[config.mk]
export PLATFORM = sky130hd
export DESIGN_NAME = memory_stage_flat
export DESIGN_NICKNAME = d
export VERILOG_FILES = /design/src/rtl/memory_stage_pkg.sv /design/src/rtl/memory_stage_if.sv /design/src/rtl/memory_stage_load_extend.sv /design/src/rtl/memory_stage.sv /design/src/flat_wrapper.sv
export SDC_FILE = /design/constraint.sdc
export NUM_CORES = 1
export LEC_CHECK = 0
export ABC_AREA = 1
export CORE_MARGIN = 4
export CORE_UTILIZATION = 39
export DETAILED_ROUTE_END_ITERATION = 6
export PLACE_DENSITY = 0.87
export SYNTH_ARGS = -nofsm -noshare
export SYNTH_HDL_FRONTEND = slang
export SYNTH_SLANG_ARGS = --single-unit
[constraint.sdc]
create_clock -name i_clk -period 3.4 [get_ports i_clk]
set_clock_uncertainty 0.05 [all_clocks]
set_input_delay 0.51 -clock i_clk [delete_from_list [all_inputs] [get_ports i_clk]]
set_output_delay 0.51 -clock i_clk [all_outputs]
set_load 0.1 [all_outputs]
[src/rtl/memory_stage_pkg.sv]
// Shared encodings for the RV32I MEM stage: result/store/load selectors and FSM states.
package memory_stage_pkg;

  localparam logic [1:0] RES_ALU = 2'b00;
  localparam logic [1:0] RES_MEM = 2'b01;
  localparam logic [1:0] RES_PC4 = 2'b10;

  localparam logic [1:0] ST_W = 2'b00;
  localparam logic [1:0] ST_H = 2'b01;
  localparam logic [1:0] ST_B = 2'b10;

  localparam logic [2:0] LD_B  = 3'b000;
  localparam logic [2:0] LD_H  = 3'b001;
  localparam logic [2:0] LD_W  = 3'b010;
  localparam logic [2:0] LD_BU = 3'b100;
  localparam logic [2:0] LD_HU = 3'b101;

  typedef enum logic {S_IDLE, S_WAIT} mem_state_e;

endpackage

[src/rtl/memory_stage_if.sv]
// Data-memory request/ready bus between the MEM stage (master) and memory (slave).
interface memory_stage_if #(parameter int ADDR_WIDTH = 10);
  logic                  req;
  logic                  we;
  logic [ADDR_WIDTH-1:0] addr;
  logic [31:0]           wdata;
  logic [3:0]            be;
  logic [31:0]           rdata;
  logic                  ready;

  modport master (output req, we, addr, wdata, be, input rdata, ready);
  modport slave  (input req, we, addr, wdata, be, output rdata, ready);
endinterface

[src/rtl/memory_stage_load_extend.sv]
// Lane-selects the addressed byte/half of a read word and sign- or zero-extends it.
module load_extend
  import memory_stage_pkg::*;
(
  input  logic [31:0] rdata,
  input  logic [1:0]  off,
  input  logic [2:0]  loadtype,
  output logic [31:0] result
);
  logic [31:0] sh;
  assign sh = rdata >> {off, 3'b000};

  always_comb begin
    result = sh;
    case (loadtype)
      LD_B:    result = {{24{sh[7]}}, sh[7:0]};
      LD_H:    result = {{16{sh[15]}}, sh[15:0]};
      LD_BU:   result = {24'h0, sh[7:0]};
      LD_HU:   result = {16'h0, sh[15:0]};
      default: result = sh;
    endcase
  end
endmodule

[src/rtl/memory_stage.sv]
// RV32I MEM stage: drives data memory, stalls until ready or timeout, loads MEM/WB.
module memory_stage
  import memory_stage_pkg::*;
#(
  parameter int DATA_WIDTH = 32,
  parameter int ADDR_WIDTH = 10,
  parameter int TIMEOUT    = 15
) (
  input  logic                  i_clk,
  input  logic                  i_rst_n,
  input  logic [DATA_WIDTH-1:0] i_alu_result_m,
  input  logic [DATA_WIDTH-1:0] i_write_data_m,
  input  logic                  i_regwrite_m,
  input  logic                  i_memwrite_m,
  input  logic [1:0]            i_resultsrc_m,
  input  logic [4:0]            i_rd_addr_m,
  input  logic [ADDR_WIDTH-1:0] i_pc4_m,
  input  logic [1:0]            i_storetype_m,
  input  logic [2:0]            i_loadtype_m,
  memory_stage_if.master        dmem,
  output logic                  o_stall_m,
  output logic [DATA_WIDTH-1:0] o_forward_m,
  output logic                  o_misaligned_m,
  output logic                  o_dmem_err,
  output logic                  o_regwrite_w,
  output logic [1:0]            o_resultsrc_w,
  output logic [4:0]            o_rd_addr_w,
  output logic [DATA_WIDTH-1:0] o_alu_result_w,
  output logic [DATA_WIDTH-1:0] o_read_data_w,
  output logic [ADDR_WIDTH-1:0] o_pc4_w
);
  localparam int CW = $clog2(TIMEOUT + 1);

  mem_state_e    state_q, state_d;
  logic [CW-1:0] cnt_q, cnt_d;
  logic          err_q, err_d;
  logic          req, stall, timed_out;
  logic          mem_op, is_half, is_word, misaligned;
  logic [1:0]    off;
  logic [3:0]    be;
  logic [31:0]   wdata, ld_data;

  assign off     = i_alu_result_m[1:0];
  assign mem_op  = i_memwrite_m | (i_resultsrc_m == RES_MEM);
  assign is_half = i_memwrite_m ? (i_storetype_m == ST_H)
                                : (i_loadtype_m == LD_H || i_loadtype_m == LD_HU);
  assign is_word = i_memwrite_m ? (i_storetype_m == ST_W) : (i_loadtype_m == LD_W);
  assign misaligned = mem_op & ((is_half & off[0]) | (is_word & (off != 2'b00)));

  always_comb begin
    be    = 4'b0000;
    wdata = i_write_data_m[31:0];
    if (i_memwrite_m) begin
      case (i_storetype_m)
        ST_B:    begin be = 4'b0001 << off; wdata = {4{i_write_data_m[7:0]}};  end
        ST_H:    begin be = 4'b0011 << off; wdata = {2{i_write_data_m[15:0]}}; end
        default: be = 4'b1111;
      endcase
    end
  end

  // Request/stall are gated by reset so a mid-access reset drops them at once.
  always_comb begin
    state_d   = state_q;
    cnt_d     = cnt_q;
    err_d     = err_q;
    req       = 1'b0;
    stall     = 1'b0;
    timed_out = 1'b0;
    if (i_rst_n) begin
      case (state_q)
        S_IDLE: if (mem_op && !misaligned) begin
          req = 1'b1;
          if (!dmem.ready) begin
            stall   = 1'b1;
            state_d = S_WAIT;
            cnt_d   = '0;
          end
        end
        S_WAIT: begin
          req = 1'b1;
          if (dmem.ready) begin
            state_d = S_IDLE;
          end else if (cnt_q == CW'(TIMEOUT - 1)) begin
            timed_out = 1'b1;
            err_d     = 1'b1;
            state_d   = S_IDLE;
          end else begin
            stall = 1'b1;
            cnt_d = cnt_q + 1'b1;
          end
        end
        default: state_d = S_IDLE;
      endcase
    end
  end

  always_ff @(posedge i_clk or negedge i_rst_n) begin
    if (!i_rst_n) begin
      state_q <= S_IDLE;
      cnt_q   <= '0;
      err_q   <= 1'b0;
    end else begin
      state_q <= state_d;
      cnt_q   <= cnt_d;
      err_q   <= err_d;
    end
  end

  load_extend u_load_extend (
    .rdata    (dmem.rdata),
    .off      (off),
    .loadtype (i_loadtype_m),
    .result   (ld_data)
  );

  // Stalled or misaligned cycles write a bubble; only regwrite matters for it.
  always_ff @(posedge i_clk or negedge i_rst_n) begin
    if (!i_rst_n) begin
      o_regwrite_w   <= 1'b0;
      o_resultsrc_w  <= '0;
      o_rd_addr_w    <= '0;
      o_alu_result_w <= '0;
      o_read_data_w  <= '0;
      o_pc4_w        <= '0;
    end else begin
      o_regwrite_w   <= i_regwrite_m & ~misaligned & ~stall;
      o_resultsrc_w  <= i_resultsrc_m;
      o_rd_addr_w    <= i_rd_addr_m;
      o_alu_result_w <= i_alu_result_m;
      o_read_data_w  <= timed_out ? '0 : DATA_WIDTH'(ld_data);
      o_pc4_w        <= i_pc4_m;
    end
  end

  assign dmem.req       = req;
  assign dmem.we        = req & i_memwrite_m;
  assign dmem.addr      = {i_alu_result_m[ADDR_WIDTH-1:2], 2'b00};
  assign dmem.wdata     = wdata;
  assign dmem.be        = be;
  assign o_stall_m      = stall;
  assign o_forward_m    = i_alu_result_m;
  assign o_misaligned_m = misaligned;
  assign o_dmem_err     = err_q;
endmodule

[src/flat_wrapper.sv]
// flat-port wrapper written by rule: the top's interface ports become plain ports
module memory_stage_flat import memory_stage_pkg::*;
#(
  parameter int DATA_WIDTH = 32,
  parameter int ADDR_WIDTH = 10,
  parameter int TIMEOUT    = 15
)
  (i_clk, i_rst_n, i_alu_result_m, i_write_data_m, i_regwrite_m, i_memwrite_m, i_resultsrc_m, i_rd_addr_m, i_pc4_m, i_storetype_m, i_loadtype_m, o_stall_m, o_forward_m, o_misaligned_m, o_dmem_err, o_regwrite_w, o_resultsrc_w, o_rd_addr_w, o_alu_result_w, o_read_data_w, o_pc4_w, dmem_req, dmem_we, dmem_addr, dmem_wdata, dmem_be, dmem_rdata, dmem_ready);
  memory_stage_if #(.ADDR_WIDTH(ADDR_WIDTH)) dmem_i ();
  input  logic i_clk;
  input  logic i_rst_n;
  input  logic [DATA_WIDTH-1:0] i_alu_result_m;
  input  logic [DATA_WIDTH-1:0] i_write_data_m;
  input  logic i_regwrite_m;
  input  logic i_memwrite_m;
  input  logic [1:0] i_resultsrc_m;
  input  logic [4:0] i_rd_addr_m;
  input  logic [ADDR_WIDTH-1:0] i_pc4_m;
  input  logic [1:0] i_storetype_m;
  input  logic [2:0] i_loadtype_m;
  output logic o_stall_m;
  output logic [DATA_WIDTH-1:0] o_forward_m;
  output logic o_misaligned_m;
  output logic o_dmem_err;
  output logic o_regwrite_w;
  output logic [1:0] o_resultsrc_w;
  output logic [4:0] o_rd_addr_w;
  output logic [DATA_WIDTH-1:0] o_alu_result_w;
  output logic [DATA_WIDTH-1:0] o_read_data_w;
  output logic [ADDR_WIDTH-1:0] o_pc4_w;
  output wire logic [$bits(dmem_i.req)-1:0] dmem_req;
  output wire logic [$bits(dmem_i.we)-1:0] dmem_we;
  output wire logic [$bits(dmem_i.addr)-1:0] dmem_addr;
  output wire logic [$bits(dmem_i.wdata)-1:0] dmem_wdata;
  output wire logic [$bits(dmem_i.be)-1:0] dmem_be;
  input wire logic [$bits(dmem_i.rdata)-1:0] dmem_rdata;
  input wire logic [$bits(dmem_i.ready)-1:0] dmem_ready;
  assign dmem_req = dmem_i.req;
  assign dmem_we = dmem_i.we;
  assign dmem_addr = dmem_i.addr;
  assign dmem_wdata = dmem_i.wdata;
  assign dmem_be = dmem_i.be;
  assign dmem_i.rdata = dmem_rdata;
  assign dmem_i.ready = dmem_ready;
  memory_stage #(.DATA_WIDTH(DATA_WIDTH), .ADDR_WIDTH(ADDR_WIDTH), .TIMEOUT(TIMEOUT)) u_core (.i_clk(i_clk), .i_rst_n(i_rst_n), .i_alu_result_m(i_alu_result_m), .i_write_data_m(i_write_data_m), .i_regwrite_m(i_regwrite_m), .i_memwrite_m(i_memwrite_m), .i_resultsrc_m(i_resultsrc_m), .i_rd_addr_m(i_rd_addr_m), .i_pc4_m(i_pc4_m), .i_storetype_m(i_storetype_m), .i_loadtype_m(i_loadtype_m), .dmem(dmem_i), .o_stall_m(o_stall_m), .o_forward_m(o_forward_m), .o_misaligned_m(o_misaligned_m), .o_dmem_err(o_dmem_err), .o_regwrite_w(o_regwrite_w), .o_resultsrc_w(o_resultsrc_w), .o_rd_addr_w(o_rd_addr_w), .o_alu_result_w(o_alu_result_w), .o_read_data_w(o_read_data_w), .o_pc4_w(o_pc4_w));
endmodule
==> metrics.md <==
| Metric | Value |
|---|---|
| Slowest stage delay, CP | `0.50 ns` |
| Vias in the first global route | `4213` |
| RSZ-0062 raised after global routing | `false` |
| YS warnings | `0` |
| Slew Viols, Final | `0` |
| Leading post-synthesis cells by cell area | `dfrtp_1 (52%), nand2_1 (11%), buf_4 (9.1%)` |
| Fraction of layout cells with a size suffix above 1 | `20.2%` |
| Top cell type by total area after synthesis | `dfrtp_1` |
| Startpoint Class | `input pin` |
| Clock period minus worst slack | `3.17 ns` |
| Final Routed Wirelength | `14800 um` |
| R2R Path Start | `u_core.cnt_q[0]` |
| Postcts setup bufs | `0` |
| Metal2 WL | `7880 um` |
| CP endpoint kind | `output port` |
| Min Hold Slack | `0.00804 ns` |
| Most frequent cells in the layout | `clkdlybuf4s50_1 (188), nand2_1 (127), dfrtp_1 (88), buf_4 (72), inv_1 (39)` |
| P&R area growth vs syn | `70.1%` |
| Multi-input logic area | `1370 um^2` |
| Worst r2r path cells | `8` |
| Port bufs | `285` |
| Syn_area_per_cell | `9.00 um^2` |
| Commonest non-fill, non-tap cell in the layout | `clkdlybuf4s50_1` |
| Routability congestion estimate | `0.881` |
| Sequential area share after synthesis | `52.1%` |
| Clk slew on worst S/H paths | `0.08 ns` |
| FF-to-FF End | `u_core.o_regwrite_w` |
| Vias/cell | `4.79` |
| CTS tree | `done` |
| Initial Util | `40.5%` |
| Post-CTS Resized | `0` |
| Post-Syn Instances | `469` |
| Fin nets | `836` |
| Hold_buf cts | `0` |
| CTS max path bufs | `2` |
| Leak pwr | `3.42 nW` |
| Die area | `12600 um^2` |
| FILL cells | `796` |
| Iteration-0 DRC count of the detailed router | `240` |
| Peak Freq | `316 MHz` |
| Critical path fanouts, max | `8` |
| Die Y | `112 um` |
| Final hold violations | `0` |
| DRC Markers | `0` |
| Post-synthesis cell type count | `31` |
| Worst slew pin tran | `1.02 ns` |
| Peak supply drop | `0.000272 V` |
| Max Cap Viol | `0` |
| Critical path arrival | `2.61 ns` |
| First-pass GRT wire length | `22900 um` |
| Worst EP required | `2.84 ns` |
| Remaining antenna violation count after routing | `0` |
| DP Wirelength | `12400 um` |
| Worst min-delay path class | `input pin to asynchronous set/reset pin` |
| Design Power | `3.57 mW` |
| Row count | `37` |
| Total gr overflow | `0` |
| Metal1 wirelength | `4910 um` |
| CTS root buf | `clkbuf_8` |
| Io pins | `288` |
| Highest routed layer | `met4` |
| First-pass iteration count of the detailed router | `5` |
| Register area | `2200 um^2` |
| CTS buffer count | `9` |
| R2R Setup Slk | `1.45 ns` |
| CTS Sinks | `88` |
| #FFs+latches synth | `88` |
| Final Cycle Share | `93.2%` |
| Core area | `10400 um^2` |
| Die Span X | `112 um` |
| Htree depth | `3` |
| Critical path type | `input pin to output port` |
| Outcome | `finished, final reports clean` |
| Cell Area, Synth | `4220 um^2` |
| Initial antenna violation count | `0` |
| WL/cell | `17.4 um` |
| Critical path's slowest cell | `clkdlybuf4s50_1` |
| Share of the synthesized area in the top cell type | `52.1%` |
| Worst skew pair latency | `0.35 ns` |
| Cell chain of the critical path | `clkdlybuf4s50_1 > inv_1 > ha_1 > nand2_1 > inv_1 > o21ai_0 > o21ai_0 > buf_12` |
| Metal3 WL | `1630 um` |
| Setup violations, final | `0` |
| Largest net degree at the start of global routing | `42` |
| Vias | `4068` |
| # diodes | `0` |
| Tot GR Track Use | `23.4%` |
| PD cells | `497 nW/um^2` |
| Max transition margin | `31.7%` |
## synth_stat cells (all sizes together)
cell type	count
nand2	130
nor2	29
conb	1
a31oi	7
clkbuf	8
ha	5
nand3	27
a21oi	21
nand3b	1
o22ai	8
o21ai	37
xnor2	1
or2	1
xor2	1
inv	44
clkinv	1
buf	58
dfrtp	88
nor3	1
## cell families (layout without fill, tap and decap cells)
family / count (synthesis) / after routing / share of synthesized area (%)
other: 1 / 2 / 0.0888
xor gates and xnor gates: 2 / 2 / 0.415
DFF: 88 / 88 / 52.1
AOI/OAI and AO/OA: 73 / 73 / 9.10
and+or+nand+nor: 189 / 189 / 21.3
buffers and inverters: 111 / 354 / 15.5
adders and majority gates: 5 / 5 / 1.48
## worst max-delay path: cells and delay by family
kind / cells / cell delay [ns]
fa+ha+maj: 1 / 0.36
compound gates: 2 / 0.77
simple gates: 1 / 0.09
buf+inv: 4 / 0.87
## worst max path at each step
stage / start / end / slack (ns) / cells past startpoint
floorplan: i_storetype_m[0] / dmem_wdata[16] / -0.73 / 6
global placement: i_storetype_m[1] / dmem_wdata[16] / 0.33 / 6
detailed placement: i_storetype_m[1] / dmem_wdata[17] / 0.21 / 6
CTS: i_storetype_m[1] / dmem_wdata[20] / 0.19 / 6
global route: i_storetype_m[1] / dmem_wdata[20] / 0.05 / 8
finish: i_storetype_m[1] / dmem_wdata[20] / 0.23 / 8
## stage by stage
stage               cell area (um^2)  setup slack (ns)  utilization (%)  TNS, ns  cells
detailed placement              7000             0.206             67.2        0    833
global placement                7000             0.331             67.2        0    833
CTS                             7180             0.194             69.0        0    849
floorplan                       4230            -0.726                -    -5.81    470
global route                    7180            0.0548             69.0        0    849
finish                          7180             0.233             69.0        0    849
## state kept, by name (all words and copies together), names as in the netlist
| name | flops |
|---|---|
| u_core.o_resultsrc_w | 2 |
| u_core.o_regwrite_w | 1 |
| u_core.o_read_data_w | 32 |
| u_core.o_alu_result_w | 32 |
| u_core.o_dmem_err | 1 |
| u_core.state_q | 1 |
| u_core.o_rd_addr_w | 5 |
| u_core.cnt_q | 4 |
| u_core.o_pc4_w | 10 |
## power breakdown
group / internal (mW) / switching (mW)
clock: 0.308 / 0.355
sequential: 1.12 / 0.0285
combinational: 0.472 / 1.29
total: 1.90 / 1.67
## cell type report
cell class                      count  share of cell area, %
Inverter                           45                   2.42
Tap cell                          136                   2.37
Clock inverter                      4                  0.383
Clock buffer                       12                   2.16
Sequential cell                    88                   30.7
Multi-Input combinational cell    271                   19.1
Timing Repair Buffer              293                   42.9
## layer usage
layer | vias to the layer above | GRT usage (%)
li1 | 1917 | -
met1 | 1863 | 23.6
met2 | 268 | 44.2
met3 | 20 | 8.73
met4 | 0 | 7.93
met5 | - | 0
Note: power is estimated with default switching activity, not from simulation.
